===== src/rtl/dmem_if.sv =====
// Bundle of the CPU MEM-stage port, the debug/loader port and the SRAM port
// that meet at the data-memory arbiter.
interface dmem_if #(
    parameter int ADDR_W = 32,
    parameter int DATA_W = 32
);
    logic              cpu_req;
    logic              cpu_we;
    logic [ADDR_W-1:0] cpu_addr;
    logic [DATA_W-1:0] cpu_wdata;
    logic [DATA_W-1:0] cpu_rdata;
    logic              cpu_stall;

    logic              dbg_req;
    logic              dbg_we;
    logic [ADDR_W-1:0] dbg_addr;
    logic [DATA_W-1:0] dbg_wdata;
    logic              dbg_gnt;
    logic              dbg_rvalid;
    logic [DATA_W-1:0] dbg_rdata;

    logic              mem_en;
    logic              mem_we;
    logic [ADDR_W-1:0] mem_addr;
    logic [DATA_W-1:0] mem_wdata;
    logic [DATA_W-1:0] mem_rdata;

    // Arbiter side
    modport slave (
        input  cpu_req, cpu_we, cpu_addr, cpu_wdata,
        input  dbg_req, dbg_we, dbg_addr, dbg_wdata,
        input  mem_rdata,
        output cpu_rdata, cpu_stall,
        output dbg_gnt, dbg_rvalid, dbg_rdata,
        output mem_en, mem_we, mem_addr, mem_wdata
    );

    // Environment side: requesters plus the SRAM
    modport master (
        output cpu_req, cpu_we, cpu_addr, cpu_wdata,
        output dbg_req, dbg_we, dbg_addr, dbg_wdata,
        output mem_rdata,
        input  cpu_rdata, cpu_stall,
        input  dbg_gnt, dbg_rvalid, dbg_rdata,
        input  mem_en, mem_we, mem_addr, mem_wdata
    );
endinterface


===== src/rtl/dmem_arbiter.sv =====
// Two-requester (CPU MEM stage, debug port) arbiter in front of a single-port
// synchronous SRAM; round-robin on ties, one stall cycle per CPU load.
//
// state  | meaning
// IDLE   | arbitrate and issue at most one access this cycle
// CPU_RD | SRAM returning CPU load data; load completes, stall released
// DBG_RD | SRAM returning debug load data; dbg_rvalid pulses
module dmem_arbiter #(
    parameter int ADDR_W = 32,
    parameter int DATA_W = 32
) (
    input logic  clk,
    input logic  rst,
    dmem_if.slave bus
);

    typedef enum logic [1:0] {
        IDLE   = 2'd0,
        CPU_RD = 2'd1,
        DBG_RD = 2'd2
    } state_t;

    state_t            state;
    state_t            state_nxt;
    logic              last_dbg;
    logic              last_dbg_nxt;
    logic [DATA_W-1:0] cpu_rdata_q;
    logic [DATA_W-1:0] dbg_rdata_q;

    logic              grant_cpu;
    logic              grant_dbg;
    logic              mem_en;
    logic              mem_we;
    logic [ADDR_W-1:0] mem_addr;
    logic [DATA_W-1:0] mem_wdata;
    logic              cpu_stall;
    logic              dbg_gnt;
    logic              dbg_rvalid;
    logic [DATA_W-1:0] cpu_rdata;
    logic [DATA_W-1:0] dbg_rdata;

    always_ff @(posedge clk) begin
        if (rst) begin
            state       <= IDLE;
            last_dbg    <= 1'b0;
            cpu_rdata_q <= '0;
            dbg_rdata_q <= '0;
        end else begin
            state    <= state_nxt;
            last_dbg <= last_dbg_nxt;
            if (state == CPU_RD) cpu_rdata_q <= bus.mem_rdata;
            if (state == DBG_RD) dbg_rdata_q <= bus.mem_rdata;
        end
    end

    // Everything is gated by rst so requests seen during reset have no effect.
    always_comb begin
        state_nxt    = state;
        last_dbg_nxt = last_dbg;
        grant_cpu    = 1'b0;
        grant_dbg    = 1'b0;
        mem_en       = 1'b0;
        mem_we       = 1'b0;
        mem_addr     = '0;
        mem_wdata    = '0;
        cpu_stall    = 1'b0;
        dbg_gnt      = 1'b0;
        dbg_rvalid   = 1'b0;
        cpu_rdata    = cpu_rdata_q;
        dbg_rdata    = dbg_rdata_q;
        if (!rst) begin
            case (state)
                IDLE: begin
                    grant_dbg = bus.dbg_req && (!bus.cpu_req || !last_dbg);
                    grant_cpu = bus.cpu_req && !grant_dbg;
                    if (grant_dbg) begin
                        mem_en       = 1'b1;
                        mem_we       = bus.dbg_we;
                        mem_addr     = bus.dbg_addr;
                        mem_wdata    = bus.dbg_wdata;
                        dbg_gnt      = 1'b1;
                        cpu_stall    = bus.cpu_req;
                        last_dbg_nxt = 1'b1;
                        if (!bus.dbg_we) state_nxt = DBG_RD;
                    end else if (grant_cpu) begin
                        mem_en       = 1'b1;
                        mem_we       = bus.cpu_we;
                        mem_addr     = bus.cpu_addr;
                        mem_wdata    = bus.cpu_wdata;
                        last_dbg_nxt = 1'b0;
                        if (!bus.cpu_we) begin
                            cpu_stall = 1'b1;
                            state_nxt = CPU_RD;
                        end
                    end
                end
                CPU_RD: begin
                    // The pending CPU request is the completing load itself.
                    cpu_rdata = bus.mem_rdata;
                    state_nxt = IDLE;
                end
                DBG_RD: begin
                    dbg_rvalid = 1'b1;
                    dbg_rdata  = bus.mem_rdata;
                    cpu_stall  = bus.cpu_req;
                    state_nxt  = IDLE;
                end
                default: state_nxt = IDLE;
            endcase
        end
    end

    assign bus.mem_en     = mem_en;
    assign bus.mem_we     = mem_we;
    assign bus.mem_addr   = mem_addr;
    assign bus.mem_wdata  = mem_wdata;
    assign bus.cpu_stall  = cpu_stall;
    assign bus.cpu_rdata  = cpu_rdata;
    assign bus.dbg_gnt    = dbg_gnt;
    assign bus.dbg_rvalid = dbg_rvalid;
    assign bus.dbg_rdata  = dbg_rdata;

endmodule


===== src/flat_wrapper.sv =====
// flat-port wrapper written by rule: the top's interface ports become plain ports
module dmem_arbiter_flat 
#(
    parameter int ADDR_W = 32,
    parameter int DATA_W = 32
)
  (clk, rst, bus_cpu_req, bus_cpu_we, bus_cpu_addr, bus_cpu_wdata, bus_dbg_req, bus_dbg_we, bus_dbg_addr, bus_dbg_wdata, bus_mem_rdata, bus_cpu_rdata, bus_cpu_stall, bus_dbg_gnt, bus_dbg_rvalid, bus_dbg_rdata, bus_mem_en, bus_mem_we, bus_mem_addr, bus_mem_wdata);
  dmem_if #(.ADDR_W(ADDR_W), .DATA_W(DATA_W)) bus_i ();
  input logic clk;
  input logic rst;
  input wire logic [$bits(bus_i.cpu_req)-1:0] bus_cpu_req;
  input wire logic [$bits(bus_i.cpu_we)-1:0] bus_cpu_we;
  input wire logic [$bits(bus_i.cpu_addr)-1:0] bus_cpu_addr;
  input wire logic [$bits(bus_i.cpu_wdata)-1:0] bus_cpu_wdata;
  input wire logic [$bits(bus_i.dbg_req)-1:0] bus_dbg_req;
  input wire logic [$bits(bus_i.dbg_we)-1:0] bus_dbg_we;
  input wire logic [$bits(bus_i.dbg_addr)-1:0] bus_dbg_addr;
  input wire logic [$bits(bus_i.dbg_wdata)-1:0] bus_dbg_wdata;
  input wire logic [$bits(bus_i.mem_rdata)-1:0] bus_mem_rdata;
  output wire logic [$bits(bus_i.cpu_rdata)-1:0] bus_cpu_rdata;
  output wire logic [$bits(bus_i.cpu_stall)-1:0] bus_cpu_stall;
  output wire logic [$bits(bus_i.dbg_gnt)-1:0] bus_dbg_gnt;
  output wire logic [$bits(bus_i.dbg_rvalid)-1:0] bus_dbg_rvalid;
  output wire logic [$bits(bus_i.dbg_rdata)-1:0] bus_dbg_rdata;
  output wire logic [$bits(bus_i.mem_en)-1:0] bus_mem_en;
  output wire logic [$bits(bus_i.mem_we)-1:0] bus_mem_we;
  output wire logic [$bits(bus_i.mem_addr)-1:0] bus_mem_addr;
  output wire logic [$bits(bus_i.mem_wdata)-1:0] bus_mem_wdata;
  assign bus_i.cpu_req = bus_cpu_req;
  assign bus_i.cpu_we = bus_cpu_we;
  assign bus_i.cpu_addr = bus_cpu_addr;
  assign bus_i.cpu_wdata = bus_cpu_wdata;
  assign bus_i.dbg_req = bus_dbg_req;
  assign bus_i.dbg_we = bus_dbg_we;
  assign bus_i.dbg_addr = bus_dbg_addr;
  assign bus_i.dbg_wdata = bus_dbg_wdata;
  assign bus_i.mem_rdata = bus_mem_rdata;
  assign bus_cpu_rdata = bus_i.cpu_rdata;
  assign bus_cpu_stall = bus_i.cpu_stall;
  assign bus_dbg_gnt = bus_i.dbg_gnt;
  assign bus_dbg_rvalid = bus_i.dbg_rvalid;
  assign bus_dbg_rdata = bus_i.dbg_rdata;
  assign bus_mem_en = bus_i.mem_en;
  assign bus_mem_we = bus_i.mem_we;
  assign bus_mem_addr = bus_i.mem_addr;
  assign bus_mem_wdata = bus_i.mem_wdata;
  dmem_arbiter #(.ADDR_W(ADDR_W), .DATA_W(DATA_W)) u_core (.clk(clk), .rst(rst), .bus(bus_i));
endmodule

===== config.mk =====
export PLATFORM = sky130hd
export DESIGN_NAME = dmem_arbiter_flat
export DESIGN_NICKNAME = d
export VERILOG_FILES = /design/src/rtl/dmem_if.sv /design/src/rtl/dmem_arbiter.sv /design/src/flat_wrapper.sv
export SDC_FILE = /design/constraint.sdc
export NUM_CORES = 1
export LEC_CHECK = 0
export ABC_CLOCK_PERIOD_IN_PS = 2200
export CORE_MARGIN = 3
export CORE_UTILIZATION = 35
export CTS_CLUSTER_DIAMETER = 30
export DETAILED_ROUTE_END_ITERATION = 8
export HOLD_SLACK_MARGIN = 0.15
export MAX_ROUTING_LAYER = met4
export PLACE_DENSITY_LB_ADDON = 0.2
export SLEW_MARGIN = 10
export SYNTH_ARGS = -nofsm -noshare
export SYNTH_HDL_FRONTEND = slang
export SYNTH_SLANG_ARGS = --single-unit

===== constraint.sdc =====
create_clock -name clk -period 2.2 [get_ports clk]
set_input_delay 0.44 -clock clk [delete_from_list [all_inputs] [get_ports clk]]
set_output_delay 0.44 -clock clk [all_outputs]
set_load 0.02 [all_outputs]

Yosys cells after proc, flatten, opt, wreduce, memory -nomap -nowiden
Index checks and enable logic that the tools add are counted.

Register bits: 67. Output and inout bits: 133. Word-level logic and storage cells: 56.

Equality and inequality tests: 4. Mux-type cells: 36. Bitwise logic cells: 1. Reductions and logical operators: 11.

Operators by type and width (number): $mux W32 (12); $mux W1 (19); $mux W2 (4); $logic_not A1 Y1 (3); $reduce_and A3 Y1 (1); $eq A2 B1 Y1 const B (1); $eq A2 B2 Y1 const B (1); $logic_and A1 B1 Y1 (2); $logic_not A2 Y1 (1); $ne A2 B1 Y1 const B (1); $ne A2 B2 Y1 const B (1); $pmux W1 S2 (1); $reduce_and A2 Y1 (1); $reduce_bool A2 Y1 (1); $reduce_or A2 Y1 (1); $logic_or A1 B1 Y1 (1); $not A1 Y1 (1).

Logic depth before layout (Yosys ltp)
Word-level depth: 9. Gate-level depth with buffers: 6. Mapped depth without buffers: 3.

Worst setup path after synthesis
OpenSTA, ideal clock, no wires.

Path kind: input-to-output. Start point: in rst. End point: out bus_mem_addr[13]. Arrival time: 1.432 ns. Data required time: 1.760 ns. Setup slack: 0.328 ns. Stages on the path: 6. Buffers on the path: 3. Path through: buf_4 nor3_2 and3_1 buf_4 buf_6 a22o_1.

Cells in the longest elaborated chain, start to end: 1.

Ends and longest elaborated chain: start, declared (RTL line flat_wrapper.sv:10) `input logic rst;`; $mux W32 (RTL line dmem_arbiter.sv:71) `if (!rst) begin`; end, declared (RTL line flat_wrapper.sv:27) `output wire logic [$bits(bus_i.mem_addr)-1:0] bus_mem_addr;`.

No other way between the ends.

Worst setup path in the final report
Start point: reg u_core.state[1]. End point: out bus_cpu_rdata[5].

Cells in the longest elaborated chain, start to end: 3.

Ends and longest elaborated chain: start, declared (RTL line dmem_arbiter.sv:23) `state_t state;`; start signal, assigned (RTL line dmem_arbiter.sv:49) `state <= state_nxt;`; $eq A2 B1 Y1 (RTL line dmem_arbiter.sv:72) `case (state)`; $mux W32 (RTL line dmem_arbiter.sv:72); $mux W32 (RTL line dmem_arbiter.sv:71); end, declared (RTL line flat_wrapper.sv:20) `output wire logic [$bits(bus_i.cpu_rdata)-1:0] bus_cpu_rdata;`.

No other way between the ends.

==> out/metrics.csv <==
metric;value;unit
status;finished, violations left;
failed_checks;setup timing;
power.density;522;mW/mm²
synthDistinctLibCells;26;
wl_per_cell;20.1;µm
dp_slack;-601;ps
layout_common_cells;162 x clkdlybuf4s50_1, 129 x nand2_1, 75 x buf_4, 65 x a21oi_1, 65 x dfxtp_1;
nFillCells;941;
cts_tree;built;
clkLatencyLatePin;330;ps
skew;7.19;ps
met2WireLength;9660;µm
num-nets-final;957;
synthesis.nets;621;
cts_hold_buf;0;
drive_above_1_share;37.1;%
cap_violations;0;
vias;4801;
ys_seq_area_share;32.0;%
crit_arrival;1770;ps
area_growth;90.0;%
crit_type;reg2out;
dpl.hpwl;14400;µm
power.internal;3.03;mW
finalSetupViolations;4;
p_leak;3.43;nW
yosys_register_bits;67;
p_clk_share;38.5;%
p_switching;1.13;mW
multi_input_area;0.00252;mm²
min_period;2210;ps
syn-cell-area;0.00419;mm²
port_buffers;298;
grt_pass1_wl;27400;µm
swShare;27.1;%
drc;0;
seq_area;0.00135;mm²
setup_slack;-5.34;ps
ant_nets;0;
core;0.0116;mm²
fin_crit_sh;100;%
die_x;115;µm
vdd_drop_max;0.000376;V
ios;299;
syn_avg_cell_area;9.21;µm²
root_buffer;clkbuf_16;
p_seq_share;30.7;%
routabilityCongestion;0.953;
layout_commonest_cell;clkdlybuf4s50_1;
first_pass_iters;7;
syn_inst;455;
vias_per_cell;5.09;
crit_path_end_kind;output port;
rsz0062_at_grt;true;
yosysWarnings;0;
slew_headroom;68.3;%
top_layer_used;met4;
grt_usage;28.1;%
worst_pin_slew;476;ps
wirelength_met1;7320;µm
clock_sinks;67;
clockBufferDepth;2;
drtIter0Drc;354;
numCtsBuffers;9;
cts.clk_slew.worst_paths;60;ps
first_global_vias;4830;
rows;39;
crit_required;1760;ps
max_clock_freq;453;MHz
total_power;4.15;mW
combPwrFrac;30.8;%
maxSlewViolCount;0;
overflow;0;
antenna_found_initial;3;
cp_max_fo;6;
htreeDepth;3;
dr_wl_met3;1550;µm
hold_violations;0;
start_util;36.2;%
hp-class;reg2reg;
routed_wl;18900;µm
finalSetupTns;-11.9;ps
grt_max_degree;45;
dieArea;0.0133;mm²
die_h;115;µm
startpoint_type;register;
layer usage:
layer  up-vias  GRT usage (%)
met4         0           7.43
li1       2293              -
met3        30           8.68
met1      2272           31.4
met5         -              -
met2       206           48.5
critical path: stages (launching register included):
cell	delay [ps]
dfxtp_4	370
nand2b_4	170
nor2_8	190
buf_12	160
buf_12	110
mux2_4	300
buf_6	140
timing repair:
action	CTS	global route
cloned	3	4
setup endpoints to repair	131	74
pin swaps	2	11
gates resized for setup	543	109
buffers inserted	7	1
cell type report:
class	instances	area share, %
well taps	143	2.25
clock inverters	5	1.07
diodes	4	0.126
clock buffers	11	3.18
repair buffers	369	44.8
flip-flops and latches	67	16.9
multi-input cells	344	31.6
flip-flops by register name, indices dropped and copies added, names as in the netlist:
signal              flops
u_core.cpu_rdata_q     32
u_core.dbg_rdata_q     32
u_core.state            2
u_core.last_dbg         1
synthesized netlist by cell type:
master    instances  area [µm²]
nand2_1         129         484
dfxtp_1          67        1340
a21oi_1          65         325
a22o_1           64         561
mux2_4           59         886
buf_2            16        80.1
buf_6            12         135
clkbuf_1          5        18.8
mux2_2            5        56.3
nor2_1            5        18.8
buf_1             3        11.3
buf_12            3        60.1
buf_8             3        45.0
nand2b_1          3        18.8
nor2b_1           3        18.8
buf_4             2        15.0
nor2_8            2        40.0
a21boi_1          1        7.51
a311oi_1          1        8.76
a32oi_1           1        8.76
and2_4            1        8.76
and2b_1           1        7.51
and3_1            1        6.26
nor3_2            1        10.0
o211a_1           1        10.0
or3_1             1        6.26
kinds of logic after synthesis:
kind of cell    after synthesis  synth area share (%)
simple gates                147                  14.8
compound gates              133                  22.0
flops                        67                  32.0
mux                          64                  22.5
buf+inv                      44                  8.72
power groups by stage:
stage	logic [mW]	clock network, mW	registers (mW)
finish	1.28	1.60	1.27
global route	1.34	1.67	1.28
CTS	1.21	1.62	1.27
detailed placement	1.25	0	1.30
global placement	1.24	0	1.30
floorplan	0.533	0	1.29
path summary, 6_finish.rpt:
path	start	end	slack [ps]	cells after the start
worst max-delay path	u_core.state[1]$_SDFFE_PP0P_	bus_cpu_rdata[5]	-5	6
worst min-delay path	u_core.cpu_rdata_q[14]$_SDFF_PP0_	u_core.cpu_rdata_q[14]$_SDFF_PP0_	460	2
worst max register to register	u_core.state[0]$_SDFFE_PP0P_	u_core.cpu_rdata_q[11]$_SDFF_PP0_	870	5
worst min register to register	u_core.cpu_rdata_q[14]$_SDFF_PP0_	u_core.cpu_rdata_q[14]$_SDFF_PP0_	460	2
stage by stage:
| step | hold WS (ps) | instance area, µm² | std cells | utilization [%] |
|---|---|---|---|---|
| floorplan | 434 | 4190 | 455 | - |
| global route | 474 | 7960 | 942 | 68.8 |
| global placement | 441 | 7540 | 909 | 65.2 |
| finish | 457 | 7960 | 943 | 68.8 |
| detailed placement | 449 | 7540 | 909 | 65.2 |
| CTS | 457 | 7710 | 935 | 66.7 |
Note: power is estimated with default switching activity, not from simulation.
